==> src/rtl/motor_pwm_driver.sv <==
// motor_pwm_driver
// Two-channel soft-start PWM driver for the line-follower H-bridges.
// Each channel ramps its duty toward MAX_DUTY while commanded on and back
// to zero when released. The ramp advances one RAMP_STEP per prescaler tick.
// Both channels share one free-running PWM counter. Their outputs are registered.
module motor_pwm_driver #(
    parameter int PWM_BITS  = 8,
    parameter int RAMP_DIV  = 16,
    parameter int RAMP_STEP = 8,
    parameter int MAX_DUTY  = 255
) (
    input  logic                clk,
    input  logic                reset_n,
    input  logic                motorLeft,
    input  logic                motorRight,
    output logic                pwmLeft,
    output logic                pwmRight,
    output logic [PWM_BITS-1:0] dutyLeft,
    output logic [PWM_BITS-1:0] dutyRight,
    output logic                ramping
);

    localparam int DIV_W = (RAMP_DIV > 1) ? $clog2(RAMP_DIV) : 1;
    localparam logic [DIV_W-1:0] DIV_LAST = DIV_W'(RAMP_DIV - 1);

    // Duty arithmetic is done one bit wider so the ramp-up sum cannot wrap.
    localparam logic [PWM_BITS:0]   STEP_EXT = (PWM_BITS + 1)'(RAMP_STEP);
    localparam logic [PWM_BITS:0]   MAX_EXT  = (PWM_BITS + 1)'(MAX_DUTY);
    localparam logic [PWM_BITS-1:0] MAX_VAL  = MAX_EXT[PWM_BITS-1:0];

    typedef enum logic [1:0] {
        S_IDLE      = 2'b00,
        S_RAMP_UP   = 2'b01,
        S_RUN       = 2'b10,
        S_RAMP_DOWN = 2'b11
    } state_e;

    // ------------------------------------------------------------------
    // Shared timebase: PWM counter and ramp prescaler
    // ------------------------------------------------------------------
    logic [PWM_BITS-1:0] pwm_cnt_q, pwm_cnt_d;
    logic [DIV_W-1:0]    presc_q, presc_d;
    logic                tick;

    assign tick = (presc_q == DIV_LAST);

    // Next counter values. The PWM counter wraps naturally at 2^PWM_BITS.
    always_comb begin
        pwm_cnt_d = pwm_cnt_q + 1'b1;
        presc_d   = tick ? '0 : presc_q + 1'b1;
    end

    // Timebase registers. After reset release the first tick falls on edge RAMP_DIV.
    always_ff @(posedge clk or negedge reset_n) begin
        if (!reset_n) begin
            pwm_cnt_q <= '0;
            presc_q   <= '0;
        end else begin
            // NOTE: sequential state uses non-blocking assignments so every
            // register samples pre-edge values regardless of block ordering.
            pwm_cnt_q <= pwm_cnt_d;
            presc_q   <= presc_d;
        end
    end

    // ------------------------------------------------------------------
    // Per-channel ramp FSM. Index 0 is the left motor and index 1 the right.
    // ------------------------------------------------------------------
    logic [1:0]          cmd_w;
    logic [1:0]          pwm_w;
    logic [1:0]          active_w;
    logic [PWM_BITS-1:0] duty_w [2];

    assign cmd_w = {motorRight, motorLeft};

    for (genvar ch = 0; ch < 2; ch++) begin : g_ch
        state_e              state_q, state_d;
        logic [PWM_BITS-1:0] duty_q, duty_d;
        logic                pwm_q, pwm_d;
        logic [PWM_BITS:0]   up_sum;
        logic [PWM_BITS-1:0] up_val;
        logic [PWM_BITS-1:0] down_val;

        // Saturating ramp-up value and ramp-down value that floors at zero.
        always_comb begin
            up_sum   = {1'b0, duty_q} + STEP_EXT;
            up_val   = (up_sum > MAX_EXT) ? MAX_VAL : up_sum[PWM_BITS-1:0];
            down_val = ({1'b0, duty_q} < STEP_EXT) ? '0
                     : duty_q - STEP_EXT[PWM_BITS-1:0];
        end

        // Next-state and duty update. The command wins over the end-of-ramp
        // check. Duty follows the current state, even when the state also changes this cycle.
        always_comb begin
            // NOTE: every output of this block gets a default first, so no
            // path through the case can leave a value unassigned and infer a latch.
            state_d = state_q;
            duty_d  = duty_q;
            pwm_d   = (pwm_cnt_q < duty_q);
            case (state_q)
                S_IDLE: begin
                    if (cmd_w[ch]) state_d = S_RAMP_UP;
                end
                S_RAMP_UP: begin
                    if (tick) duty_d = up_val;
                    if (!cmd_w[ch])             state_d = S_RAMP_DOWN;
                    else if (duty_q == MAX_VAL) state_d = S_RUN;
                end
                S_RUN: begin
                    if (!cmd_w[ch]) state_d = S_RAMP_DOWN;
                end
                S_RAMP_DOWN: begin
                    if (tick) duty_d = down_val;
                    if (cmd_w[ch])         state_d = S_RAMP_UP;
                    else if (duty_q == '0) state_d = S_IDLE;
                end
                // Any corrupted encoding returns to IDLE and the duty is held.
                default: state_d = S_IDLE;
            endcase
        end

        // Channel registers. Reset drops the output at once, with no ramp-down.
        always_ff @(posedge clk or negedge reset_n) begin
            if (!reset_n) begin
                state_q <= S_IDLE;
                duty_q  <= '0;
                pwm_q   <= 1'b0;
            end else begin
                state_q <= state_d;
                duty_q  <= duty_d;
                pwm_q   <= pwm_d;
            end
        end

        assign pwm_w[ch]    = pwm_q;
        assign duty_w[ch]   = duty_q;
        assign active_w[ch] = (state_q == S_RAMP_UP) || (state_q == S_RAMP_DOWN);
    end

    // ------------------------------------------------------------------
    // Outputs
    // ------------------------------------------------------------------
    assign pwmLeft   = pwm_w[0];
    assign pwmRight  = pwm_w[1];
    assign dutyLeft  = duty_w[0];
    assign dutyRight = duty_w[1];
    assign ramping   = |active_w;

endmodule
==> config.mk <==
export PLATFORM = sky130hd
export DESIGN_NAME = motor_pwm_driver
export DESIGN_NICKNAME = d
export VERILOG_FILES = /design/src/rtl/motor_pwm_driver.sv
export SDC_FILE = /design/constraint.sdc
export NUM_CORES = 1
export LEC_CHECK = 0
export ABC_AREA = 1
export BUFFER_PORTS_ARGS = -buffer_cell sky130_fd_sc_hd__buf_2
export CAP_MARGIN = 20
export CORE_ASPECT_RATIO = 1.25
export CORE_UTILIZATION = 61
export CTS_BUF_LIST = sky130_fd_sc_hd__clkbuf_8
export DETAILED_ROUTE_END_ITERATION = 8
export GPL_TIMING_DRIVEN = 0
export PLACE_DENSITY = 0.86
export SLEW_MARGIN = 5
export SYNTH_ARGS = -nofsm -noshare
export SYNTH_HDL_FRONTEND = slang
export SYNTH_SLANG_ARGS = --single-unit
==> constraint.sdc <==
create_clock -name clk -period 2.1 [get_ports clk]
set_clock_uncertainty 0.1 [all_clocks]
set_input_delay 0.42 -clock clk [delete_from_list [all_inputs] [get_ports clk]]
set_output_delay 0.42 -clock clk [all_outputs]
set_load 0.05 [all_outputs]
# ---- Word-level counts from Yosys, hierarchy flattened
# Cells that the tools add are included.
dict set report word_totals {
  ff_bits 34
  inputBits 4
  out_inout_bits 19
  word_cells 79
}
dict set report classes {
  n_addsub 6
  n_lt_le_gt_ge 6
  eq_ne 21
  n_mux 25
  n_reduce_logical 13
}
# operator n
set ops {}
lappend ops {{8-bit 2-to-1 mux} 8}
lappend ops {{8-bit one-hot mux with 2 select lines} 2}
lappend ops {{2-bit 2-to-1 mux} 12}
lappend ops {{8-bit by 4-bit adder with 9-bit output, second input constant} 2}
lappend ops {{9-bit by 8-bit > comparator with 1-bit output, second input constant} 2}
lappend ops {{8-bit == test, second input constant} 2}
lappend ops {{8-bit logical NOT} 2}
lappend ops {{8-bit by 4-bit less-than comparator with 1-bit output, second input constant} 2}
lappend ops {{8-bit less-than comparator} 2}
lappend ops {{2-bit inequality test, second input constant} 8}
lappend ops {{2-bit one-hot mux with 4 select lines} 2}
lappend ops {{8-bit by 4-bit subtractor with 8-bit output, second input constant} 2}
lappend ops {{3-bit inequality test, second input constant} 4}
lappend ops {{8-bit by 1-bit adder with 8-bit output, second input constant} 1}
lappend ops {{2-bit == test, second input constant} 4}
lappend ops {{4-bit AND reduction} 2}
lappend ops {{3-bit AND reduction} 2}
lappend ops {{4-bit by 1-bit adder with 4-bit output, second input constant} 1}
lappend ops {{2-bit by 1-bit == test with 1-bit output, second input constant} 2}
lappend ops {{4-bit == test, second input constant} 1}
lappend ops {{2-bit logical NOT} 2}
lappend ops {{4-bit 2-to-1 mux} 1}
lappend ops {{2-bit nonzero test} 2}
lappend ops {{1-bit logical OR} 2}
lappend ops {{2-bit OR reduction} 1}

# ---- Longest topological paths before layout
# Gate-level depths: netlist of the first run.
dict set report logic_depth {
  word_depth 5
  mapped_depth 12
}

# ---- Worst setup path before layout of the first run
# Ideal clock, no wire load.
dict set report synth_timing {
  path_kind {flip-flop to flip-flop}
  start {register g_ch[1].duty_q[3], in the netlist dutyRight[3]}
  end {register g_ch[1].duty_q[3], in the netlist dutyRight[3]}
  setup_ns 0.066
  arrival_time_ns 1.806
  slack_ns 0.128
  path_stages_with_launch 12
  path_buffers 0
  synth_period_minus_slack_ns 1.972
  cell_sequence {dfrtp_1 inv_1 ha_1 nand2_1 nand2_1 nor2_1 nand3_1 nand2_1 nand2_1 nand2_1 nand2_1 nand2_1}
}
dict set report synth_via {
  elab_chain_cells 5
  word_cells_on_any_way 9
  cone_classes {add/sub (2); order compare (2); mux (5)}
}
# item line
set synth_rtl {}
lappend synth_rtl {{start, declared} 78} ;# logic [PWM_BITS-1:0] duty_q, duty_d;
lappend synth_rtl {{start signal, assigned} 130} ;# duty_q <= duty_d;
lappend synth_rtl {{8-bit by 4-bit adder with 9-bit output} 86} ;# up_sum = {1'b0, duty_q} + STEP_EXT;
lappend synth_rtl {{9-bit by 8-bit > comparator with 1-bit output} 87} ;# up_val = (up_sum > MAX_EXT) ? MAX_VAL : up_sum[PWM_BITS-1:0];
lappend synth_rtl {{8-bit 2-to-1 mux} 87}
lappend synth_rtl {{8-bit 2-to-1 mux} 105} ;# if (tick) duty_d = up_val;
lappend synth_rtl {{8-bit one-hot mux with 2 select lines *} 100} ;# case (state_q)
# Every way passes the cells marked *; elsewhere a longest branch is shown, timed or not. The select of a mux whose other input is x is not followed.
# A chain may end at the register's enable or synchronous reset.

# ---- Final worst setup path of the first run
dict set report layout_timing {
  start {register g_ch[0].state_q[0]}
  end {output port ramping}
}
dict set report layout_via {
  elab_chain_cells 3
  word_cells_on_any_way 4
  cone_classes {eq/ne (2); reduce/logical (2)}
}
# item line
set layout_rtl {}
lappend layout_rtl {{start, declared} 77} ;# state_e state_q, state_d;
lappend layout_rtl {{start signal, assigned} 129} ;# state_q <= state_d;
lappend layout_rtl {{2-bit by 1-bit == test with 1-bit output / 2-bit == test (equally long branches)} 137} ;# assign active_w[ch] = (state_q == S_RAMP_UP) || (state_q == S_RAMP_DOWN);
lappend layout_rtl {{1-bit logical OR *} 137}
lappend layout_rtl {{2-bit OR reduction *} 147} ;# assign ramping = |active_w;
lappend layout_rtl {{end, declared} 20} ;# output logic ramping
# Every way passes the cells marked *; elsewhere a longest branch is shown, timed or not.

==> impl_metrics.yaml, run 1 <==
logic_synthesis:
  ys_seq_area_share_pct: 32.31
  postSynthCellCount: 299
  synth_common_cells: "nand2_1, inv_1, ha_1"
  synth_nets: 335
  syn_area_mm2: 0.002323
  ys_types: 31
  syn_avg_cell_area_um2: 7.771
  synth_top_flop_cell: "dfrtp_1"
  ys_ff_latch: 30
  synth.top_cell.area_share_pct: 32.31
  yosys.area.top_type: "dfrtp_1"
  yosysWarnings: 0
  yosysMostFrequentCell: "nand2_1"
  synth_enable_flop_cells: 0
  async_flop_share_pct: 100.0
  synth.area.top_cells: "dfrtp_1, ha_1, nand2_1, inv_1, xor2_1"
global_route:
  antenna_found_initial: 0
  grt_pass1_vias: 1956
  grt_start_max_net_pins: 31
  grt_first_pass_wirelength_um: 8424
  grt_usage_pct: 26.85
  overflow: 0
clock_tree:
  post_cts_buffers: 0
  clock-sinks: 30
  cts-hold-fix-buffers: 0
  cts_tree: "yes"
  h-tree-depth: 2
  clk_latency_ns: 0.29
  cts_max_path_buffers: 2
  cts_inserted_buffers: 5
  clk_pin_slew_worst_paths_ns: 0.06
  clock-root-buffer: "clkbuf_8"
power_and_ir_drop:
  vdd.ir_drop.worst_mv: 0.7807
  sw_frac_of_total_pct: 53.24
  power_frac_comb_pct: 59.9
  p_int_mw: 1.640
  powerDensity_mw_per_mm2: 1368
  power_frac_clock_pct: 13.3
  finalPower_mw: 3.508
  leakage_nw: 1.447
  power_switching_mw: 1.867
  power_frac_seq_pct: 26.8
detailed_routing:
  wl_met1_um: 2035
  wl_met3_um: 185
  drt_pass1_iterations: 7
  route.vias.total: 2026
  ant_nets: 0
  wl_per_cell_um: 13.16
  drcViolationCount: 2
  wl_met2_um: 2455
  top_layer: "met4"
  vias_per_cell: 5.551
  initialDrtViolationCount: 152
  drt_wl_total_um: 4804
sta:
  setup_viol: 0
  finalCritPeriodShare_pct: 97.03
  rsz0062_at_grt: "false"
  fin_setup_tns_ns: 0
  worst_pin_slew_ns: 0.6788
  hold_viol: 0
  report.final.slew_viol_count: 0
  fin_crit_ns: 2.038
  max-slew-margin-rel_pct: 54.75
  fmax_mhz: 490.8
layout:
  design_area_mm2: 0.002564
  drive_gt1_share_pct: 16.87
  syn2layout_area_growth_pct: 10.34
  antenna_cells: 0
  nNetsFinal: 363
  postLayoutCoreUtil_pct: 71.74
floorplan:
  start_util_pct: 65.02
  rows: 24
  die_x_um: 57.20
  die_y_um: 71
  coreArea_mm2: 0.003573
  num_io_pins: 23
  die-area_mm2: 0.004061
job:
  max_cap_violations: 0
critical_path:
  critPathCaptureType: "primary output"
  path_class: "register to primary output"
  crit_required_ns: 1.58
  worstReg2RegStart: "dutyRight[3]"
  reg2reg_depth: 9
  crit_end: "ramping"
  crit_arrival_ns: 1.52
  path_max_fanout: 8
  cp-startpoint: "g_ch[0].state_q[0]"
  cp-start-kind: "register"
  rrSetupSlack_ns: 0.23
  r2r-end: "dutyRight[5]"
placement:
  io_buffers: 22
  place_hpwl_um: 3561
  placed_area_mm2: 0.002482
  place.gp.congestion: 0.9426
outcome:
  violations: "DRC"
  status: "finished with violations"
min_path:
  hp-class: "primary input to async pin"
-- per-stage QoR --
step	hold WS [ns]	setup slack, ns	cells
after floorplan	0.02441	0.1279	299
after detailed placement	0.3757	0.2768	360
after global routing	0.1271	0.002105	365
final	0.06728	0.06234	365
after global placement	0.3733	0.2878	360
after CTS	0.1018	0.08331	365
-- how the worst min path moves through the flow --
stage / cells past startpoint / end / startpoint
floorplan: 0 / dutyLeft[1] / reset_n
global placement: 1 / pwm_cnt_q[0] / pwm_cnt_q[0]
detailed placement: 1 / presc_q[2] / presc_q[2]
CTS: 1 / dutyRight[5] / reset_n
global route: 1 / dutyRight[5] / reset_n
finish: 1 / dutyRight[5] / reset_n
-- sequential cells by signal, indices dropped and copies added (netlist names) --
signal	count
presc_q	4
pwm_cnt_q	8
dutyLeft	6
pwmRight	1
pwmLeft	1
dutyRight	6
g_ch.state_q	4
-- layout by cell type, fill, tap and decap left out, types with 5 or more instances in the layout --
master / n
nor2_1: 19
buf_2: 21
inv_1: 37
a21oi_1: 18
clkbuf_8: 6
ha_1: 32
nand2_1: 70
dfrtp_1: 30
o21ai_1: 5
buf_4: 5
xor2_1: 12
nand3_1: 20
o21ai_0: 9
nand2_2: 5
-- power groups by stage --
stage / Clock, mW / Combinational [mW] / Sequential (mW)
floorplan: 0 / 1.28 / 1.29
global placement: 0 / 2.01 / 0.936
detailed placement: 0 / 2.07 / 0.945
CTS: 0.470 / 2.09 / 0.934
global route: 0.491 / 2.34 / 0.961
finish: 0.467 / 2.10 / 0.938
-- cells by family after synthesis --
logic type | synth area share, %
XOR/XNOR | 5.277
AND/OR/NAND/NOR | 24.07
flip-flops | 32.31
buffers and inverters | 9.370
adder cells (fa/ha/maj) | 17.23
AO/OA/AOI/OAI | 11.74
-- critical path, stage by stage, from the launching register on --
cell and delay, ns:
dfrtp_1 0.41, ha_1 0.33, nor2_1 0.18, nand3_1 0.10, clkbuf_4 0.22
-- metal layers --
layer | up-vias | track usage [%]
li1 | 1021 | -
met1 | 931 | 30.74
met2 | 61 | 48.10
met3 | 13 | 4.753
met4 | 0 | 12.20
met5 | - | 0
-- cell type report --
type,instances,area (um^2)
Multi-Input combinational cell,219,1355
Buffer,6,48.80
Tap cell,39,48.80
Sequential cell,30,750.7
Clock buffer,6,82.58
Fill cell,280,1010
Inverter,43,165.2
Timing Repair Buffer,22,112.6
-- timing repair --
item,4_1_cts,5_1_grt
pin swaps,0,0
endpoints found under the setup margin,1,1
hold endpoints to repair,0,0
gates resized for setup,0,1
(Power assumes the default switching activity.)
==> inputs of run 2 (changes only) <==
- CORE_MARGIN: default -> 3
==> run 2 against run 1 <==
First-iteration DRC count down 21%. Global-route usage is 4.0 points lower. The flow now finishes without violations. Sequential power shrank 0.9%. Critical path depth increased by 1. Combinational power about the same. Largest power group unchanged.
==> impl_metrics.yaml, run 2 (synthesized netlist as in run 1, its figures left out) <==
layout:
  nNetsFinal: 363
  postLayoutCoreUtil_pct: 72.09
  largest_reg_flops: 8
  syn2layout_area_growth_pct: 10.88
  drive_gt1_share_pct: 17.68
  mostFrequentLayoutCell: "nand2_1"
  top_register: "pwm_cnt_q"
  final_cell_mix: "nand2_1, inv_1, ha_1"
  antenna_cells: 0
sta:
  hold_viol: 0
  rsz0062_at_grt: "false"
  fin_setup_tns_ns: 0
  report.final.slew_viol_count: 0
  setup_viol: 0
  fin_crit_ns: 2.028
  max-slew-margin-rel_pct: 54.74
  worst_pin_slew_ns: 0.6789
  finalCritPeriodShare_pct: 96.56
  fmax_mhz: 493.2
global_route:
  grt_start_max_net_pins: 31
  grt_usage_pct: 22.85
  grt_pass1_vias: 1865
  grt_first_pass_wirelength_um: 7831
  overflow: 0
  antenna_found_initial: 0
floorplan:
  die_x_um: 61.20
  die-area_mm2: 0.004590
  rows: 24
  coreArea_mm2: 0.003573
  die_y_um: 75
  num_io_pins: 23
  start_util_pct: 65.02
critical_path:
  slowest_stage: "dfrtp_1"
  crit_buf_inv: 3
  worstReg2RegStart: "dutyLeft[3]"
  cpMostUsedCell: "inv_1"
  cpPeakStageDelay_ns: 0.41
  critPathTopFamily: "buffers and inverters"
  path_class: "register to primary output"
  reg2reg_depth: 9
  r2r-end: "dutyLeft[7]"
  rrSetupSlack_ns: 0.30
  path_max_fanout: 4
  cp_cell_sequence: "inv_1 -> ha_1 -> inv_1 -> nand3_1 -> buf_2"
  crit_arrival_ns: 1.51
  critPathCaptureType: "primary output"
  cp-start-kind: "register"
  crit_required_ns: 1.58
detailed_routing:
  drt_wl_total_um: 4744
  drt_pass1_iterations: 4
  wl_per_cell_um: 12.93
  route.vias.total: 2044
  ant_nets: 0
  initialDrtViolationCount: 120
  drcViolationCount: 0
  vias_per_cell: 5.569
power_and_ir_drop:
  powerDensity_mw_per_mm2: 1370
  p_int_mw: 1.643
  power_switching_mw: 1.886
  power_frac_seq_pct: 26.3
  sw_frac_of_total_pct: 53.45
  power_frac_comb_pct: 59.4
  power_frac_clock_pct: 14.3
  leakage_nw: 1.448
  vdd.ir_drop.worst_mv: 0.7689
clock_tree:
  cts_tree: "yes"
  cts_inserted_buffers: 5
  clk_pin_slew_worst_paths_ns: 0.06
  clock-root-buffer: "clkbuf_8"
  cts-hold-fix-buffers: 0
  clk_latency_ns: 0.29
  h-tree-depth: 2
  cts_max_path_buffers: 2
  clock-sinks: 30
placement:
  io_buffers: 22
  place_hpwl_um: 3576
  place.gp.congestion: 0.8982
job:
  max_cap_violations: 0
outcome:
  status: "completed"
min_path:
  hp-class: "primary input to async pin"
==> run 2: cell types whose count changed in the layout (fill, tap and decap cells not counted) <==
cell        previous run  this run
buf_2                 21        22
clkbuf_4               1         0
clkinv_2               1         2
clkinvlp_4             0         1
ha_1                  32        31
ha_2                   0         1
==> run 2: what timing repair did <==
action | in CTS | in global routing
setup endpoints to repair | 1 | 1
buffers inserted | 0 | 0
gates resized for setup | 0 | 1
cloned | 0 | 0
==> run 2: worst max-delay path by stage <==
stage | from | endpoint | slack, ns | cells after the start
after floorplan | dutyRight[3] | dutyRight[3] | 0.13 | 11
after global placement | g_ch[0].state_q[0] | ramping | 0.29 | 5
after detailed placement | g_ch[0].state_q[0] | ramping | 0.27 | 5
after CTS | g_ch[0].state_q[0] | ramping | 0.06 | 4
after global routing | g_ch[1].state_q[0] | ramping | 0.005 | 4
final | g_ch[1].state_q[1] | ramping | 0.07 | 5
==> run 2: worst reg2reg max path, delay by kind of cell, from the launching register on <==
family                   cells  cell delay (ns)
buffers and inverters        1             0.17
adder cells (fa/ha/maj)      1             0.36
flip-flops                   1             0.53
AND/OR/NAND/NOR              7             0.59
==> run 2: per-layer routing <==
metal | part of all wire (%) | up-vias | GRT usage [%]
met3 | 4.0 | 11 | 5.146
met2 | 51 | 59 | 40.59
met4 | 2.0 | 0 | 9.880
met1 | 43 | 947 | 25.59
met5 | 0 | - | 0
li1 | - | 1027 | -
==> run 2: metrics by stage <==
step                      worst slack (ns)  total power [mW]  hold WS (ns)  area [um^2]  cells
after floorplan                     0.1279             2.566       0.02441         2323    299
after global placement              0.2873             2.951        0.3688         2482    360
after detailed placement            0.2701             3.020        0.3806         2482    360
after CTS                          0.06485             3.533       0.09325         2574    367
after global routing              0.005330             3.839        0.1065         2576    367
final                              0.07225             3.529       0.06543         2576    367
==> run 2: area by class of cell <==
type	count	area, um^2
clock buffers	6	82.58
well taps	39	48.80
clock inverters	2	12.51
fillers	286	997.2
plain buffers	6	48.80
multi-input cells	219	1358
inverters	43	165.2
flip-flops and latches	30	750.7
repair buffers	22	110.1
==> run 2: power by group through the flow <==
stage	clock network, mW	logic [mW]	registers (mW)
6_report	0.503	2.10	0.930
5_1_grt	0.534	2.35	0.959
4_1_cts	0.508	2.10	0.927
3_5_place_dp	0	2.08	0.936
3_3_place_gp	0	2.02	0.934
2_1_floorplan	0	1.28	1.29
